## src/rtl/ltl_enc_pkg.sv

```systemverilog
// Shared types and helpers for the LTL monitor symbol encoder.
package ltl_enc_pkg;

  localparam int unsigned SYM_W  = 8;
  localparam int unsigned PROP_W = 4;
  localparam int unsigned SEQ_W  = 4;

  typedef enum logic [1:0] {
    IDLE,
    MRST,
    STREAM,
    DRAIN
  } enc_state_e;

  function automatic logic [SYM_W-1:0] build_symbol(input logic [PROP_W-1:0] props,
                                                    input logic [SEQ_W-1:0]  seq);
    return {props, seq};
  endfunction

endpackage

```

## src/rtl/ltl_enc_fifo.sv

```systemverilog
// Synchronous event FIFO; an extra pointer bit separates full from empty.
module ltl_enc_fifo #(
  parameter int unsigned DEPTH = 4,
  parameter int unsigned WIDTH = 4
) (
  input  logic             clk_i,
  input  logic             rst_ni,
  input  logic             clear_i,
  input  logic             push_i,
  input  logic             pop_i,
  input  logic [WIDTH-1:0] wdata_i,
  output logic [WIDTH-1:0] rdata_o,
  output logic             full_o,
  output logic             empty_o
);

  localparam int unsigned AW = $clog2(DEPTH);

  logic [AW:0]      wr_ptr;
  logic [AW:0]      rd_ptr;
  logic [WIDTH-1:0] mem [DEPTH];

  always_comb begin
    empty_o = (wr_ptr == rd_ptr);
    full_o  = (wr_ptr[AW] != rd_ptr[AW]) && (wr_ptr[AW-1:0] == rd_ptr[AW-1:0]);
    rdata_o = mem[rd_ptr[AW-1:0]];
  end

  always_ff @(posedge clk_i or negedge rst_ni) begin
    if (!rst_ni) begin
      wr_ptr <= '0;
      rd_ptr <= '0;
    end else if (clear_i) begin
      wr_ptr <= '0;
      rd_ptr <= '0;
    end else begin
      if (push_i && !full_o) wr_ptr <= wr_ptr + 1'b1;
      if (pop_i && !empty_o) rd_ptr <= rd_ptr + 1'b1;
    end
  end

  always_ff @(posedge clk_i) begin
    if (push_i && !full_o) mem[wr_ptr[AW-1:0]] <= wdata_i;
  end

endmodule

```

## src/rtl/ltl_symbol_encoder.sv

```systemverilog
// Packs buffered proposition events into monitor symbols with session reset sequencing.
// Optional session statistics outputs are built when LTL_ENC_STATS_EN is defined.
module ltl_symbol_encoder
  import ltl_enc_pkg::*;
#(
  parameter int unsigned FIFO_DEPTH = 4,
  parameter int unsigned RST_CYCLES = 2
) (
  input  logic              clk_i,
  input  logic              rst_ni,
  input  logic              enable_i,
  input  logic              flush_i,
  input  logic              evt_valid_i,
  output logic              evt_ready_o,
  input  logic [PROP_W-1:0] evt_props_i,
  output logic              mon_reset_o,
  output logic              mon_run_o,
  output logic [SYM_W-1:0]  mon_symbols_o,
  output logic              busy_o
`ifdef LTL_ENC_STATS_EN
  ,
  output logic [31:0]       sym_count_o,
  output logic [31:0]       stall_count_o
`endif
);

  localparam int unsigned    CW        = $clog2(RST_CYCLES + 1);
  localparam logic [CW-1:0]  RST_LIMIT = CW'(RST_CYCLES);

  enc_state_e        state;
  logic [CW-1:0]     rst_cnt;
  logic [SEQ_W-1:0]  seq;
  logic [PROP_W-1:0] head;
  logic              full;
  logic              empty;
  logic              push;
  logic              pop;
  logic              clear;
  logic              rst_done;

  // Ready is also gated by flush_i so nothing is accepted that a flush would discard.
  always_comb begin
    rst_done    = (rst_cnt >= RST_LIMIT);
    evt_ready_o = ((state == MRST) || (state == STREAM)) && !full && !flush_i;
    push        = evt_valid_i && evt_ready_o;
    pop         = 1'b0;
    clear       = 1'b0;
    busy_o      = (state != IDLE);
    case (state)
      IDLE:   clear = 1'b1;
      MRST: begin
        clear = flush_i;
        pop   = !empty && rst_done && !flush_i;
      end
      STREAM: pop = !empty;
      DRAIN:  pop = !empty;
      default: clear = 1'b1;
    endcase
  end

  ltl_enc_fifo #(
    .DEPTH (FIFO_DEPTH),
    .WIDTH (PROP_W)
  ) u_fifo (
    .clk_i   (clk_i),
    .rst_ni  (rst_ni),
    .clear_i (clear),
    .push_i  (push),
    .pop_i   (pop),
    .wdata_i (evt_props_i),
    .rdata_o (head),
    .full_o  (full),
    .empty_o (empty)
  );

  // The MRST->STREAM edge pops and emits symbol 0 while dropping the monitor reset.
  always_ff @(posedge clk_i or negedge rst_ni) begin
    if (!rst_ni) begin
      state         <= IDLE;
      rst_cnt       <= '0;
      seq           <= '0;
      mon_reset_o   <= 1'b1;
      mon_run_o     <= 1'b0;
      mon_symbols_o <= '0;
    end else begin
      case (state)
        IDLE: begin
          mon_reset_o <= 1'b1;
          mon_run_o   <= 1'b0;
          if (enable_i && !flush_i) begin
            state   <= MRST;
            rst_cnt <= '0;
            seq     <= '0;
          end
        end
        MRST: begin
          mon_reset_o <= 1'b1;
          mon_run_o   <= 1'b0;
          seq         <= '0;
          if (!rst_done) rst_cnt <= rst_cnt + 1'b1;
          if (flush_i) begin
            state <= IDLE;
          end else if (pop) begin
            state         <= STREAM;
            mon_reset_o   <= 1'b0;
            mon_run_o     <= 1'b1;
            mon_symbols_o <= build_symbol(head, '0);
            seq           <= SEQ_W'(1);
          end
        end
        STREAM: begin
          mon_reset_o <= 1'b0;
          mon_run_o   <= pop;
          if (pop) begin
            mon_symbols_o <= build_symbol(head, seq);
            seq           <= seq + 1'b1;
          end
          if (flush_i) state <= DRAIN;
        end
        DRAIN: begin
          mon_run_o <= pop;
          if (pop) begin
            mon_reset_o   <= 1'b0;
            mon_symbols_o <= build_symbol(head, seq);
            seq           <= seq + 1'b1;
          end else begin
            mon_reset_o <= 1'b1;
            state       <= IDLE;
          end
        end
        default: begin
          state       <= IDLE;
          mon_reset_o <= 1'b1;
          mon_run_o   <= 1'b0;
        end
      endcase
    end
  end

`ifdef LTL_ENC_STATS_EN
  logic stall;

  always_comb begin
    stall = evt_valid_i && !evt_ready_o && ((state == MRST) || (state == STREAM));
  end

  always_ff @(posedge clk_i or negedge rst_ni) begin
    if (!rst_ni) begin
      sym_count_o   <= '0;
      stall_count_o <= '0;
    end else if (state == IDLE && enable_i && !flush_i) begin
      sym_count_o   <= '0;
      stall_count_o <= '0;
    end else begin
      if (pop && (sym_count_o != '1))     sym_count_o   <= sym_count_o + 1'b1;
      if (stall && (stall_count_o != '1)) stall_count_o <= stall_count_o + 1'b1;
    end
  end
`endif

endmodule

```

## config.mk

```make
export PLATFORM = sky130hd
export DESIGN_NAME = ltl_symbol_encoder
export DESIGN_NICKNAME = d
export VERILOG_FILES = /design/src/rtl/ltl_enc_pkg.sv /design/src/rtl/ltl_enc_fifo.sv /design/src/rtl/ltl_symbol_encoder.sv
export SDC_FILE = /design/constraint.sdc
export NUM_CORES = 1
export LEC_CHECK = 0
export BUFFER_PORTS_ARGS = -buffer_cell sky130_fd_sc_hd__buf_4
export CORE_AREA = 5 5 82 84
export CTS_CLUSTER_DIAMETER = 80
export DETAILED_ROUTE_END_ITERATION = 10
export DIE_AREA = 0 0 87 89
export SYNTH_ARGS = -nofsm -noshare
export SYNTH_HDL_FRONTEND = slang
export SYNTH_SLANG_ARGS = --single-unit
```

## constraint.sdc

```tcl
create_clock -name clk_i -period 2.5 [get_ports clk_i]
set_clock_uncertainty 0.05 [all_clocks]
set_input_delay 0 -clock clk_i [delete_from_list [all_inputs] [get_ports clk_i]]
set_output_delay 0 -clock clk_i [all_outputs]
set_load 0.01 [all_outputs]
```

==> impl_metrics.yaml, run 1 <==
yosys:
  ys_types: 36
  synth_compound_area_share_pct: 10.78
  syn_area_per_cell_um2: 13.41
  synth_fa_ha_area_share_pct: 6.936
  yosysTopAreaCellShare_pct: 29.00
  synth_xor_area_share_pct: 4.855
  synth-edff-count: 16
  synth.largest_area_cell: "dfrtp_1"
  synthesis.instances: 148
  syn_nets: 168
  ys_async_sr_fraction_pct: 60.00
  synth_top_family_by_area: "multiplexers"
  synthTopCellsByArea: "dfrtp_1, edfxtp_1, ha_1, mux4_1, mux2_2"
  synth-simple-area-share_pct: 9.206
  yosysSeqAreaShare_pct: 54.54
  synth.area.mux_share_pct: 10.84
  synth.top_cells.by_count: "dfrtp_1, edfxtp_1, nor2_1"
  syn_area_um2: 1984
  yosysWarnings: 0
  ys.flop_type: "dfrtp_1"
  ys_ff_latch: 40
  synth.most_common_cell: "dfrtp_1"
clock_network:
  ctsHtreeMaxLevel: 2
  cts_buffer_depth: 2
  cts.sinks: 40
  numCtsBuffers: 5
  clkTransAtPathRegs_ns: 0.08
  cts_resized: 0
  cts_tree: "built"
  clk_latency_ns: 0.29
  clockRootBuffer: "clkbuf_8"
detailed_routing:
  drt-pass1-iter-count: 4
  via_count: 1222
  postRouteAntennaNets: 0
  wl_um: 3600
  drc: 0
  drt_iter0_drc: 71
  wl_per_cell_um: 14.01
  via_per_inst: 4.755
finish:
  layout-drive-gt1-share_pct: 24.73
  antenna_cells: 0
  n_fill_cell: 565
  num-nets-final: 201
  areaGrowthSynthToFinish_pct: 20.81
flow_run:
  drv_cap: 0
sta:
  fmax_mhz: 439.2
  final.setup.worst_slack_ns: 0.2230
  tns_ns: 0
  slew_headroom_pct: 69.01
  worst_pin_slew_ns: 0.4648
  fin_crit_ns: 2.277
  hold_viol_final: 0
  finalMaxSlewViolations: 0
  fin_crit_sh_pct: 91.08
  rsz0062_at_grt: "false"
  setup_viol: 0
critical_path:
  crit_family: "flip-flops"
  cp_max_fo: 8
  crit_required_ns: 2.63
  crit_slowest_cell: "dfrtp_1"
  path_buf_inv: 1
  start_kind: "flip-flop"
  rrSetupSlack_ns: 0.22
  slowest_delay_ns: 0.48
  critPathKind: "flip-flop to flip-flop"
  r2r_cells: 7
  path_cells: "inv_1, ha_1, nand2b_1, o21ai_0, and2_1, o221ai_4, mux2_2"
  worstReg2RegEnd: "mon_symbols_o[2]"
  path_depth: 7
  end_kind: "flip-flop"
  crit_arrival_ns: 2.41
floorplanning:
  start_util_pct: 33.92
  die_w_um: 87
  num_rows: 28
  die_area_um2: 7743
  ios: 21
  die_h_um: 89
  core_um2: 5851
placed_design:
  port_buffers: 20
  dp_hpwl_um: 2638
  post-place-ws_ns: 0.2263
  routabilityCongestion: 0.7573
hold_path:
  hp-start: "flush_i"
  holdPathStages: 3
  min_path_type: "primary input to flip-flop"
power_and_ir_drop:
  p_leak_uw: 0.001012
  ir_drop_mv: 0.3442
  p_per_area_nw_per_um2: 1009
global_route:
  grtUsageTotal_pct: 10.08
  overflow: 0
  grt_pass1_wl_um: 5913
  grt_pass1_vias: 1193
  grt_max_degree: 25
  antenna_found_initial: 0
status:
  status: "finished clean"
[metrics by stage]
| step | util, % | total power [uW] | area [um^2] | hold slack (ns) | cells |
|---|---|---|---|---|---|
| after detailed placement | 38.15 | 1890 | 2232 | -0.1322 | 244 |
| after CTS | 40.98 | 2448 | 2397 | 0.04424 | 257 |
| after global placement | 38.15 | 1873 | 2232 | -0.1300 | 244 |
| final | 40.98 | 2419 | 2397 | 0.05511 | 257 |
| after global routing | 40.98 | 2569 | 2397 | 0.08693 | 257 |
| after floorplan | - | 1601 | 1984 | -0.3456 | 148 |
[worst max-delay path by stage]
stage / from / end / slack (ns)
after floorplan: state[0] / mon_symbols_o[0] / 0.21
after global placement: flip-flop / mon_symbols_o[2] / 0.34
after detailed placement: flip-flop / mon_symbols_o[2] / 0.23
after CTS: flip-flop / mon_symbols_o[2] / 0.20
after global routing: flip-flop / mon_symbols_o[2] / 0.1
final: flip-flop / mon_symbols_o[2] / 0.22
[logic make-up (layout without fill, tap and decap cells)]
| family | Yosys count | count (layout) |
|---|---|---|
| AND/OR/NAND/NOR | 38 | 38 |
| buffers and inverters | 12 | 46 |
| multiplexers | 14 | 14 |
| adder cells (fa/ha/maj) | 11 | 11 |
| flip-flops | 40 | 40 |
| XOR/XNOR | 8 | 8 |
| AO/OA/AOI/OAI | 25 | 25 |
[area by class of cell]
cell class	instances	area [um^2]	share of cell area, %
Inverter	10	37.54	1.566
Sequential cell	40	1082	45.15
Timing Repair Buffer	28	222.7	9.290
Clock inverter	3	46.29	1.931
Clock buffer	5	68.82	2.871
Multi-Input combinational cell	96	845.8	35.28
Tap cell	75	93.84	3.914
[timing repair]
action	4_1_cts	5_1_grt
buffers inserted	0	0
hold buffers	5	0
hold endpoints to repair	40	0
[state kept, by name (all words and copies together) (netlist names), named ones only]
register,cells
mon_symbols_o,8
u_fifo.mem,16
state,1
u_fifo.rd_ptr,3
mon_run_o,1
seq,4
rst_cnt,2
mon_reset_o,1
u_fifo.wr_ptr,3
[worst reg2reg max path, stage by stage, from the launching register on]
cell	delay [ns]
dfrtp_1	0.48
inv_1	0.12
ha_1	0.29
nand2b_1	0.16
o21ai_0	0.13
and2_1	0.21
o221ai_4	0.33
mux2_2	0.39
[routing by layer]
layer  global-route usage, %  routed length [um]  vias up
li1                        -                   -      606
met1                   12.57                1629      584
met2                   15.87                1703       24
met3                   2.581                 171        8
met4                   5.807                  96        0
met5                       0                   0        -
[power breakdown]
part           switching [uW]  leakage (uW)  internal [uW]
Clock                     242     0.0000548            301
Sequential                119      0.000460            802
Combinational             502      0.000497            453
Total                     863       0.00101           1560
[cell usage in the layout, fill, tap and decap left out, types with 3 or more instances in the layout]
cell           instances
dfrtp_1               23
nand3_1                3
mux2_2                 8
mux4_1                 4
nand2_1                6
edfxtp_1              16
inv_1                 10
nor2_1                13
dlygate4sd3_1          5
nor2b_1                4
xnor2_1                4
nor3_1                 3
clkbuf_8               5
o21ai_0                8
and2_1                 5
buf_4                 23
ha_1                  11
(Power assumes the default switching activity.)
==> inputs of run 2 (changes only) <==
CELL_PAD_IN_SITES_DETAIL_PLACEMENT = 0   (was default)
CELL_PAD_IN_SITES_GLOBAL_PLACEMENT = 2   (was default)
PLACE_DENSITY_LB_ADDON = 0.1   (was default)
clock period = 2.64 ns   (was 2.5 ns; I/O delays follow)
==> run 2 against run 1 <==
Net effect:
- sequential share of layout area grew 0.14 points
- global-route usage grew 0.45 points
- largest cell class unchanged
- total power shrank 5.5%
- flip-flop and latch count is the same
- die area is the same
- non-clock buffer count shrank 1
- combinational power shrank 5.2%
- design area shrank 0.31%
==> impl_metrics.yaml, run 2 (synthesized netlist as in run 1, its figures left out) <==
status:
  status: "finished clean"
sta:
  hold_viol_final: 0
  finalMaxSlewViolations: 0
  final.setup.worst_slack_ns: 0.2922
  rsz0062_at_grt: "false"
  tns_ns: 0
  fin_crit_sh_pct: 88.93
  fin_crit_ns: 2.348
  fmax_mhz: 425.9
  worst_pin_slew_ns: 0.4918
  slew_headroom_pct: 67.22
  setup_viol: 0
hold_path:
  holdPathStages: 3
  min_path_type: "primary input to flip-flop"
detailed_routing:
  wl_um: 3777
  drc: 0
  wl_per_cell_um: 14.75
  drt_iter0_drc: 38
  via_per_inst: 4.758
  drt-pass1-iter-count: 4
  postRouteAntennaNets: 0
  via_count: 1218
critical_path:
  rrSetupSlack_ns: 0.29
  start_kind: "flip-flop"
  end_kind: "flip-flop"
  crit_required_ns: 2.76
  cp_max_fo: 8
  r2r_cells: 7
  critPathKind: "flip-flop to flip-flop"
  crit_arrival_ns: 2.47
finish:
  layout-drive-gt1-share_pct: 24.31
  layout_common_cells: "dfrtp_1, buf_4, edfxtp_1, nor2_1, ha_1"
  fin_area_um2: 2390
  num-nets-final: 200
  antenna_cells: 0
  largest_reg_flops: 16
  layout_commonest_cell: "dfrtp_1"
  areaGrowthSynthToFinish_pct: 20.43
flow_run:
  drv_cap: 0
global_route:
  overflow: 0
  antenna_found_initial: 0
  grt_pass1_wl_um: 6189
  grt_max_degree: 25
  grtUsageTotal_pct: 10.53
  grt_pass1_vias: 1260
floorplanning:
  num_rows: 28
  die_w_um: 87
  die_h_um: 89
  core_um2: 5851
  start_util_pct: 33.92
  ios: 21
  die_area_um2: 7743
clock_network:
  cts_resized: 0
  numCtsBuffers: 5
  cts_buffer_depth: 2
  clockRootBuffer: "clkbuf_8"
  ctsHtreeMaxLevel: 2
  cts_tree: "built"
  cts.sinks: 40
  clkTransAtPathRegs_ns: 0.08
  clk_latency_ns: 0.29
placed_design:
  port_buffers: 20
  place_area_um2: 2225
  routabilityCongestion: 0.7903
  post-place-ws_ns: 0.3105
  dp_hpwl_um: 2857
power_and_ir_drop:
  ir_drop_mv: 0.3994
  p_int_uw: 1469
  p_seq_share_pct: 38.1
  p_clk_share_pct: 22.3
  p_sw_uw: 816.9
  swShare_pct: 35.74
  p_comb_share_pct: 39.6
  p_leak_uw: 0.001006
  p_per_area_nw_per_um2: 956.4
[run 2: cell count changes in the layout (fill, tap and decap cells not counted), sizes merged]
cell / before / now
buf: 23 / 22
[run 2: final cells by class]
type	instances	area (um^2)
fillers	566	3461
flip-flops and latches	40	1082
multi-input cells	96	845.8
repair buffers	27	215.2
well taps	75	93.84
clock buffers	5	68.82
clock inverters	3	46.29
inverters	10	37.54
[run 2: final timing paths]
check / from / end
min reg2reg: mon_symbols_o[6] / mon_symbols_o[6]
min: flush_i / flip-flop
max: flip-flop / mon_symbols_o[7]
max reg2reg: flip-flop / mon_symbols_o[7]
min in group asynchronous: rst_ni / mon_symbols_o[4]
max in group asynchronous: rst_ni / mon_reset_o
[run 2: power by group through the flow]
stage / registers (uW) / clock network, uW / logic (uW)
finish: 871 / 509 / 905
detailed placement: 886 / 0 / 916
floorplan: 867 / 0 / 649
global route: 888 / 559 / 1010
CTS: 873 / 527 / 927
global placement: 883 / 0 / 918
[run 2: worst max-delay path, stage by stage (launching register included)]
cell and delay (ns):
dfrtp_1 0.49, inv_1 0.12, ha_1 0.31, nand2b_1 0.19
o21ai_0 0.14, and2_1 0.21, o221ai_4 0.33, mux2_2 0.38
[run 2: through the flow]
stage          hold slack [ns]  util [%]  power (uW)  cells
2_1_floorplan          -0.3456         -        1516    148
3_3_place_gp           -0.1288     38.02        1801    243
3_5_place_dp           -0.1249     38.02        1802    243
4_1_cts                0.06581     40.85        2327    256
5_1_grt                0.08933     40.85        2456    256
6_report               0.08159     40.85        2285    256
[run 2: timing repair]
| action | 4_1_cts | 5_1_grt |
|---|---|---|
| hold buffers | 5 | 0 |
| setup buffers | 0 | 0 |
| endpoints found under the hold margin | 40 | 0 |
[run 2: per-layer routing]
metal / up-vias / routed length [um] / global-route usage (%) / part of all wire (%)
met5: - / 0 / 0 / 0
met1: 588 / 1917 / 14.43 / 51
li1: 604 / - / - / -
met4: 0 / 23 / 3.399 / 0.61
met3: 2 / 186 / 3.502 / 4.9
met2: 24 / 1650 / 15.73 / 44
==> inputs of run 3 (changes only) <==
BUFFER_PORTS_ARGS = -buffer_cell sky130_fd_sc_hd__buf_2   (was -buffer_cell sky130_fd_sc_hd__buf_4)
==> run 3 against run 2 <==
Net effect:
- sequential power fell by 0.9%
- first-iteration DRC count increased by 2.6%
- maximum frequency grew 1.2%
- total power fell by 0.77%
- critical path depth unchanged
- flip-flop and latch count unchanged
- sequential share of layout area is 0.82 points higher
- worst hold slack improved by 0.0071 ns
- register-to-register slack better by 0.03 ns
==> impl_metrics.yaml, run 3 (synthesized netlist as in run 1, its figures left out) <==
global_route:
  grtUsageTotal_pct: 10.75
  overflow: 0
  grt_pass1_vias: 1245
  grt_pass1_wl_um: 6292
  antenna_found_initial: 0
  grt_max_degree: 25
placed_design:
  dp_hpwl_um: 2791
  place_area_um2: 2182
  port_buffers: 20
  dp.cells: 244
  routabilityCongestion: 0.7836
  post-place-ws_ns: 0.2908
power_and_ir_drop:
  p_per_area_nw_per_um2: 966.2
  p_sw_uw: 821.4
  p_clk_share_pct: 22.6
  swShare_pct: 36.22
  p_seq_share_pct: 38.0
  p_int_uw: 1447
  p_leak_uw: 0.0009991
  p_comb_share_pct: 39.4
  ir_drop_mv: 0.4338
finish:
  finalNonFillerCells: 257
  layout_common_cells: "dfrtp_1, buf_2, edfxtp_1, nor2_1, ha_1"
  areaGrowthSynthToFinish_pct: 18.28
  fin_area_um2: 2347
  num-nets-final: 201
  multi_input_area_um2: 845.8
  layout_commonest_cell: "dfrtp_1"
  antenna_cells: 0
  layout-drive-gt1-share_pct: 24.73
  largest_reg_flops: 16
  n_fill_cell: 554
  ff_latch_area_um2: 1082
floorplanning:
  ios: 21
  core_um2: 5851
  num_rows: 28
  start_util_pct: 33.92
  die_h_um: 89
  die_area_um2: 7743
  die_w_um: 87
sta:
  rsz0062_at_grt: "false"
  finalMaxSlewViolations: 0
  hold_slack_ns: 0.08874
  worst_pin_slew_ns: 0.5689
  tns_ns: 0
  fin_crit_ns: 2.321
  hold_viol_final: 0
  slew_headroom_pct: 62.07
  fmax_mhz: 430.9
  final.setup.worst_slack_ns: 0.3193
  fin_crit_sh_pct: 87.91
  setup_viol: 0
clock_network:
  cts.sinks: 40
  clockRootBuffer: "clkbuf_8"
  ctsHtreeMaxLevel: 2
  cts_buffer_depth: 2
  numCtsBuffers: 5
  clkTransAtPathRegs_ns: 0.08
  cts_setup_buffers: 0
  cts_resized: 0
  clk_latency_ns: 0.29
  ctsHoldBuffers: 5
  cts_tree: "built"
detailed_routing:
  via_per_inst: 4.724
  drt_iter0_drc: 39
  wl_per_cell_um: 14.68
  postRouteAntennaNets: 0
  drc: 0
  wl_um: 3774
  drt-pass1-iter-count: 4
  via_count: 1214
critical_path:
  end_kind: "flip-flop"
  cp_max_fo: 8
  critPathKind: "flip-flop to flip-flop"
  crit_arrival_ns: 2.45
  start_kind: "flip-flop"
  crit_required_ns: 2.77
flow_run:
  drv_cap: 0
hold_path:
  min_path_type: "primary input to flip-flop"
status:
  status: "finished clean"
run 3: cell types whose count changed in the layout (fill, tap and decap cells not counted), sizes merged:
cell,before,now
buf,22,23
run 3: cell type report:
| type | instances | share of cell area [%] |
|---|---|---|
| clock buffers | 5 | 2.932 |
| clock inverters | 3 | 1.972 |
| inverters | 10 | 1.599 |
| multi-input cells | 96 | 36.03 |
| flip-flops and latches | 40 | 46.11 |
| well taps | 75 | 3.998 |
| repair buffers | 28 | 7.356 |
run 3: worst paths after layout:
path                                  startpoint          endpoint  slack (ns)  cells after the start
worst max-delay path                   flip-flop  mon_symbols_o[4]        0.32                      7
worst min-delay path                 evt_valid_i  u_fifo.wr_ptr[0]        0.09                      5
worst max register to register         flip-flop  mon_symbols_o[4]        0.32                      7
worst min register to register  mon_symbols_o[5]  mon_symbols_o[5]        0.45                      1
max in group asynchronous                 rst_ni  u_fifo.rd_ptr[1]        1.98                      2
min in group asynchronous                 rst_ni  u_fifo.rd_ptr[2]        0.18                      2
run 3: per-layer routing:
metal	vias up	GRT usage [%]	wire, um
met5	-	0	0
met4	0	3.399	51
met3	5	2.857	154
met2	24	16.15	1726
met1	577	15.12	1842
li1	608	-	-
run 3: critical path, stage by stage (launching register included):
cell and delay, ns:
dfrtp_1 0.46, inv_1 0.12, ha_1 0.30, nand2b_1 0.19, o21ai_0 0.13, and2_1 0.22, o221ai_4 0.35, mux2_2 0.39
run 3: per-stage QoR:
step	util, %	total power, uW
6_report	40.12	2268
5_1_grt	40.12	2450
4_1_cts	40.12	2310
3_5_place_dp	37.30	1781
3_3_place_gp	37.30	1778
2_1_floorplan	-	1516
run 3: power groups by stage:
stage	Clock (uW)	Combinational, uW	Sequential, uW
global route	558	1010	879
finish	512	893	863
global placement	0	904	875
detailed placement	0	901	880
floorplan	0	649	867
CTS	531	911	867
